[config.mk]
export PLATFORM = sky130hd
export DESIGN_NAME = nabp_map_sequencer
export DESIGN_NICKNAME = d
export VERILOG_FILES = /design/src/rtl/nabp_map_sequencer.sv
export SDC_FILE = /design/constraint.sdc
export NUM_CORES = 1
export LEC_CHECK = 0
export CORE_UTILIZATION = 45
export CTS_BUF_LIST = sky130_fd_sc_hd__clkbuf_8
export DETAILED_ROUTE_END_ITERATION = 8
export PLACE_DENSITY = 0.87
export SKIP_CTS_REPAIR_TIMING = 1
export SKIP_LAST_GASP = 1
export SLEW_MARGIN = 30
export SYNTH_ARGS = -nofsm -noshare
export SYNTH_HDL_FRONTEND = slang
export SYNTH_SLANG_ARGS = --single-unit
[constraint.sdc]
create_clock -name clk -period 2.75 [get_ports clk]
set_input_delay 0.55 -clock clk [delete_from_list [all_inputs] [get_ports clk]]
set_output_delay 0.55 -clock clk [all_outputs]
set_load 0.01 [all_outputs]
[src/rtl/nabp_map_sequencer.sv]
`timescale 1ns/1ps
`default_nettype none
// ============================================================================
// Module   : nabp_map_sequencer
// Purpose  : Runs one NABPMapper/shifter pair through a full back-projection
//            pass. For each angle it reads the accumulator coefficients from
//            a 1-cycle-latency ROM, registers them toward the mapper, kicks
//            the mapper, issues P_LINE_SIZE shift enables throttled by
//            ds_ready, and closes the line with sh_done.
// Ports    : clk, reset (sync, active high), start (pass request),
//            ds_ready (downstream accept), rom_en/rom_addr -> ROM,
//            rom_init/rom_base <- ROM, mp_accu_init/mp_accu_base -> mapper,
//            sh_kick/sh_shift_en/sh_done -> mapper/shifter,
//            angle, busy, done (pass complete pulse),
//            abort (only when NABP_SEQ_ABORT_EN is defined).
// Options  : NABP_SEQ_ABORT_EN - adds the abort input.
// Revision : 1.0 - initial release
// ============================================================================
module nabp_map_sequencer #(
  parameter int P_LINE_SIZE = 256,
  parameter int N_ANGLES    = 180,
  parameter int ANGLE_W     = 8,
  parameter int ACCU_W      = 24
) (
  input  logic               clk,
  input  logic               reset,
  input  logic               start,
  input  logic               ds_ready,
`ifdef NABP_SEQ_ABORT_EN
  input  logic               abort,
`endif
  output logic               rom_en,
  output logic [ANGLE_W-1:0] rom_addr,
  input  logic [ACCU_W-1:0]  rom_init,
  input  logic [ACCU_W-1:0]  rom_base,
  output logic [ACCU_W-1:0]  mp_accu_init,
  output logic [ACCU_W-1:0]  mp_accu_base,
  output logic               sh_kick,
  output logic               sh_shift_en,
  output logic               sh_done,
  output logic [ANGLE_W-1:0] angle,
  output logic               busy,
  output logic               done
);

  localparam int CNT_W = (P_LINE_SIZE > 1) ? $clog2(P_LINE_SIZE) : 1;

  localparam logic [2:0] c_IDLE  = 3'd0;
  localparam logic [2:0] c_FETCH = 3'd1;
  localparam logic [2:0] c_LOAD  = 3'd2;
  localparam logic [2:0] c_KICK  = 3'd3;
  localparam logic [2:0] c_SHIFT = 3'd4;
  localparam logic [2:0] c_LDONE = 3'd5;

  localparam logic [CNT_W-1:0]   c_LAST_SHIFT = CNT_W'(P_LINE_SIZE - 1);
  localparam logic [ANGLE_W-1:0] c_LAST_ANGLE = ANGLE_W'(N_ANGLES - 1);

  logic [2:0]         r_state;
  logic [2:0]         w_state_nxt;
  logic [CNT_W-1:0]   r_cnt;
  logic [ANGLE_W-1:0] r_angle;
  logic [ACCU_W-1:0]  r_init;
  logic [ACCU_W-1:0]  r_base;
  logic               w_abort;
  logic               w_last_angle;

  // Abort only acts while a pass is running; in IDLE it is a no-op.
`ifdef NABP_SEQ_ABORT_EN
  assign w_abort = abort && (r_state != c_IDLE);
`else
  assign w_abort = 1'b0;
`endif

  assign w_last_angle = (r_angle == c_LAST_ANGLE);

  // --------------------------------------------------------------------------
  // State register
  // --------------------------------------------------------------------------
  always_ff @(posedge clk) begin
    if (reset) begin
      r_state <= c_IDLE;
    end else begin
      r_state <= w_state_nxt;
    end
  end

  // --------------------------------------------------------------------------
  // Next-state logic
  // --------------------------------------------------------------------------
  always_comb begin
    w_state_nxt = r_state;
    case (r_state)
      c_IDLE:  if (start) w_state_nxt = c_FETCH;
      c_FETCH: w_state_nxt = c_LOAD;
      c_LOAD:  w_state_nxt = c_KICK;
      c_KICK:  w_state_nxt = c_SHIFT;
      c_SHIFT: if (ds_ready && (r_cnt == c_LAST_SHIFT)) w_state_nxt = c_LDONE;
      c_LDONE: w_state_nxt = w_last_angle ? c_IDLE : c_FETCH;
      default: w_state_nxt = c_IDLE;
    endcase
    // Abort overrides everything, including a line completing this cycle.
    if (w_abort) w_state_nxt = c_IDLE;
  end

  // --------------------------------------------------------------------------
  // Output decode
  // --------------------------------------------------------------------------
  always_comb begin
    rom_en      = 1'b0;
    sh_kick     = 1'b0;
    sh_shift_en = 1'b0;
    sh_done     = 1'b0;
    done        = 1'b0;
    busy        = (r_state != c_IDLE);
    case (r_state)
      c_FETCH: rom_en = 1'b1;
      // An abort once the mapper is (about to be) running ends the line
      // with sh_done instead, so the mapper returns to ready; the strobes
      // stay mutually exclusive.
      c_KICK: begin
        sh_kick = !w_abort;
        sh_done = w_abort;
      end
      c_SHIFT: begin
        sh_shift_en = ds_ready && !w_abort;
        sh_done     = w_abort;
      end
      c_LDONE: begin
        sh_done = 1'b1;
        done    = w_last_angle && !w_abort;
      end
      default: ;
    endcase
  end

  // --------------------------------------------------------------------------
  // Angle index, shift counter and coefficient registers
  // --------------------------------------------------------------------------
  always_ff @(posedge clk) begin
    if (reset) begin
      r_angle <= '0;
      r_cnt   <= '0;
      r_init  <= '0;
      r_base  <= '0;
    end else begin
      if (w_abort) begin
        r_angle <= '0;
      end else if ((r_state == c_IDLE) && start) begin
        r_angle <= '0;
      end else if ((r_state == c_LDONE) && !w_last_angle) begin
        r_angle <= r_angle + 1'b1;
      end

      if (r_state == c_KICK) begin
        r_cnt <= '0;
      end else if (sh_shift_en) begin
        r_cnt <= r_cnt + 1'b1;
      end

      // ROM data is valid exactly one cycle after rom_en, i.e. in LOAD.
      if (r_state == c_LOAD) begin
        r_init <= rom_init;
        r_base <= rom_base;
      end
    end
  end

  assign rom_addr     = r_angle;
  assign angle        = r_angle;
  assign mp_accu_init = r_init;
  assign mp_accu_base = r_base;

endmodule
`default_nettype wire

==> run metrics <==
run status finished clean; Least-Margin Pin Slew 0.531 ns; clk_lat worst skew 0.34 ns; die extent in x just over 80 um; clock transition at the registers of the reported paths 0.07 ns; CP startpoint kind flip-flop; Final Hold Vio Count 0; leakage power figure roughly 1.4 nW; CTS sink count 67; Synth Area per Inst 9.88 um^2; fraction of registers with async set or reset after synthesis 0%; Top FF cell, synth dfxtp_1; Worst Skew about 0.0074 ns; Final Max Slew Viols 0; Global Route Usage Sum about a fifth; largest net degree at the start of global routing 50; drt pass-1 iters 4; crit path kind reg -> out; wire per inst between 10 and 15 um; post-synthesis instance area 2770 um^2; vias per cell 5.13; row count 28; smallest hold slack slightly below 0.5 ns; Post-Syn Nets around 330; power density over the cells 532 nW/um^2; VDD IR max around 0.00036 V; Final Cycle Share 92.8%; DRT Wirelength about 6700 um; CTS root buf clkbuf_8; Hold Crit Class reg -> reg; grt total ovfl 0; post-synthesis instance total 280; Seq/Total Area, Yosys roughly 48%; critical-path cell list nand3b_1, inv_1, and4_1, clkdlybuf4s50_1; CTS tree yes; via count 2417; max_cap viols 0; Post-synth EDFFs 0; Die H ~80 um; H-tree levels 3; worst endpoint required time ~2.2 ns; Fillers about 430; slew margin rel. about 65%; unrepaired setup endpoints after global routing no; IO Port Bufs around 120; Final Setup Violations 0; crit path DAT around 2 ns; TritonCTS Buffers 9; synth warn 0; I/O pin cnt 122; Post-route DRC 0; setup TNS 0 ns; Slowest Stage Delay on Critical Path ~0.54 ns; Longest Clk Path Bufs 2; Ant. Diodes 0; Core Area 5920 um^2; #FFs+latches synth between 60 and 70; vias in the first global route around 2300; Setup WS post-layout 0.199 ns; Setup crit end kind output pin; Placer Congestion 0.791; Initial DRC Count 104; min cycle time layout between 2 and 3 ns; Final Net Count 445; die footprint between 6000 and 7000 um^2; Final HPWL DP 4720 um; DP Worst Slack ~0.35 ns; Starting Density 46.7%; post-synthesis cell type count 35; ANT nets after route 0; CP max stage cell dfxtp_1; initial antenna violation count 0; crit path buf inv count 2; Synth-to-Final Area Change 49.7%; Max Fclk around 390 MHz; crit-path max FO 11; cell family with most CP delay buffers and inverters; first-pass GRT wire length 10300 um; layout cells sized above 1 6.82%
registers in the layout, summed over array words and instances (netlist names):
| name | flops |
|---|---|
| angle | 8 |
| r_state | 3 |
| mp_accu_base | 24 |
| mp_accu_init | 24 |
| r_cnt | 8 |
tightest hold or removal path, stage by stage (launching register included):
cell	delay (ns)
dfxtp_1	0.33
nand2_1	0.06
a21oi_1	0.05
final cells by class:
| type | instances | area (um^2) | area share, % |
|---|---|---|---|
| tap | 75 | 93.8 | 2.26 |
| multi-input combinational | 181 | 1240 | 30.0 |
| sequential | 67 | 1340 | 32.4 |
| timing repair buffer | 125 | 1250 | 30.1 |
| clock buffer | 9 | 124 | 2.99 |
| inverter | 7 | 26.3 | 0.634 |
| clock inverter | 7 | 68.8 | 1.66 |
stage by stage:
stage / power, mW / cells / cell area [um^2] / utilization [%]
floorplan: 1.25 / 280 / 2770 / -
CTS: 2.22 / 471 / 4140 / 70.0
finish: 2.21 / 471 / 4140 / 70.0
global placement: 1.42 / 455 / 3950 / 66.7
detailed placement: 1.43 / 455 / 3950 / 66.7
global route: 2.31 / 471 / 4140 / 70.0
placed cells by master (no fill, tap or decap), drive strengths merged, types with 2 or more instances in the layout:
| cell | instances |
|---|---|
| clkdlybuf4s50 | 120 |
| dfxtp | 67 |
| nor2 | 53 |
| mux2i | 51 |
| a21oi | 14 |
| nand2 | 9 |
| clkbuf | 9 |
| inv | 7 |
| nand3b | 6 |
| o31ai | 6 |
| or4 | 6 |
| or3 | 5 |
| buf | 5 |
| o21ai | 4 |
| clkinv | 4 |
| nand4 | 3 |
| nand3 | 3 |
| and4 | 2 |
| nand2b | 2 |
| or3b | 2 |
| ha | 2 |
| clkinvlp | 2 |
| nor3b | 2 |
cells by family (layout without fill, tap and decap cells):
logic type,count (synthesis),after routing,share of synthesized area (%)
simple gates,98,98,18.5
fa+ha+maj,2,2,0.904
xor+xnor,1,1,0.317
mux,51,51,18.4
compound gates,29,29,6.42
flops,67,67,48.5
buf+inv,32,148,6.92
path summary, 6_finish.rpt:
| kind | from | endpoint | slack [ns] | cells after the start |
|---|---|---|---|---|
| setup / recovery | r_state[0]$_SDFFE_PP0P_ | done | 0.20 | 4 |
| hold / removal | r_cnt[1]$_SDFFE_PP0P_ | r_cnt[1]$_SDFFE_PP0P_ | 0.48 | 2 |
| setup reg to reg | r_state[2]$_SDFFE_PP0P_ | angle[0]$_SDFFE_PP0P_ | 1.04 | 4 |
| hold reg to reg | r_cnt[1]$_SDFFE_PP0P_ | r_cnt[1]$_SDFFE_PP0P_ | 0.48 | 2 |
power by group:
part           leakage, nW  switching (mW)  internal (mW)
sequential           0.543          0.0299           1.02
clock               0.0950           0.382          0.415
combinational        0.807           0.144          0.220
total                 1.45           0.556           1.65
per-layer routing:
layer	global-route usage (%)	up-vias	share of wire (%)
li1	-	1183	-
met4	12.7	0	3.7
met1	22.9	1133	41
met5	0	-	0
met3	8.18	20	7.1
met2	34.0	81	48
synth_stat cells, types with 2 or more instances:
cell | instances | area, um^2
buf_6 | 3 | 33.8
ha_1 | 2 | 25.0
o21ai_0 | 4 | 20.0
buf_2 | 3 | 15.0
nand2b_1 | 2 | 12.5
or3b_2 | 2 | 17.5
and4_1 | 2 | 17.5
inv_1 | 7 | 26.3
or4_1 | 6 | 45.0
nand4_1 | 3 | 18.8
mux2i_1 | 51 | 510
nor2_1 | 53 | 199
dfxtp_1 | 67 | 1340
buf_4 | 12 | 90.1
nand2_1 | 9 | 33.8
nand3_1 | 3 | 15.0
a21oi_1 | 14 | 70.1
nand3b_1 | 6 | 45.0
or3_1 | 5 | 31.3
clkbuf_1 | 6 | 22.5
o31ai_1 | 6 | 45.0
Power figures use the tool's default switching activity.
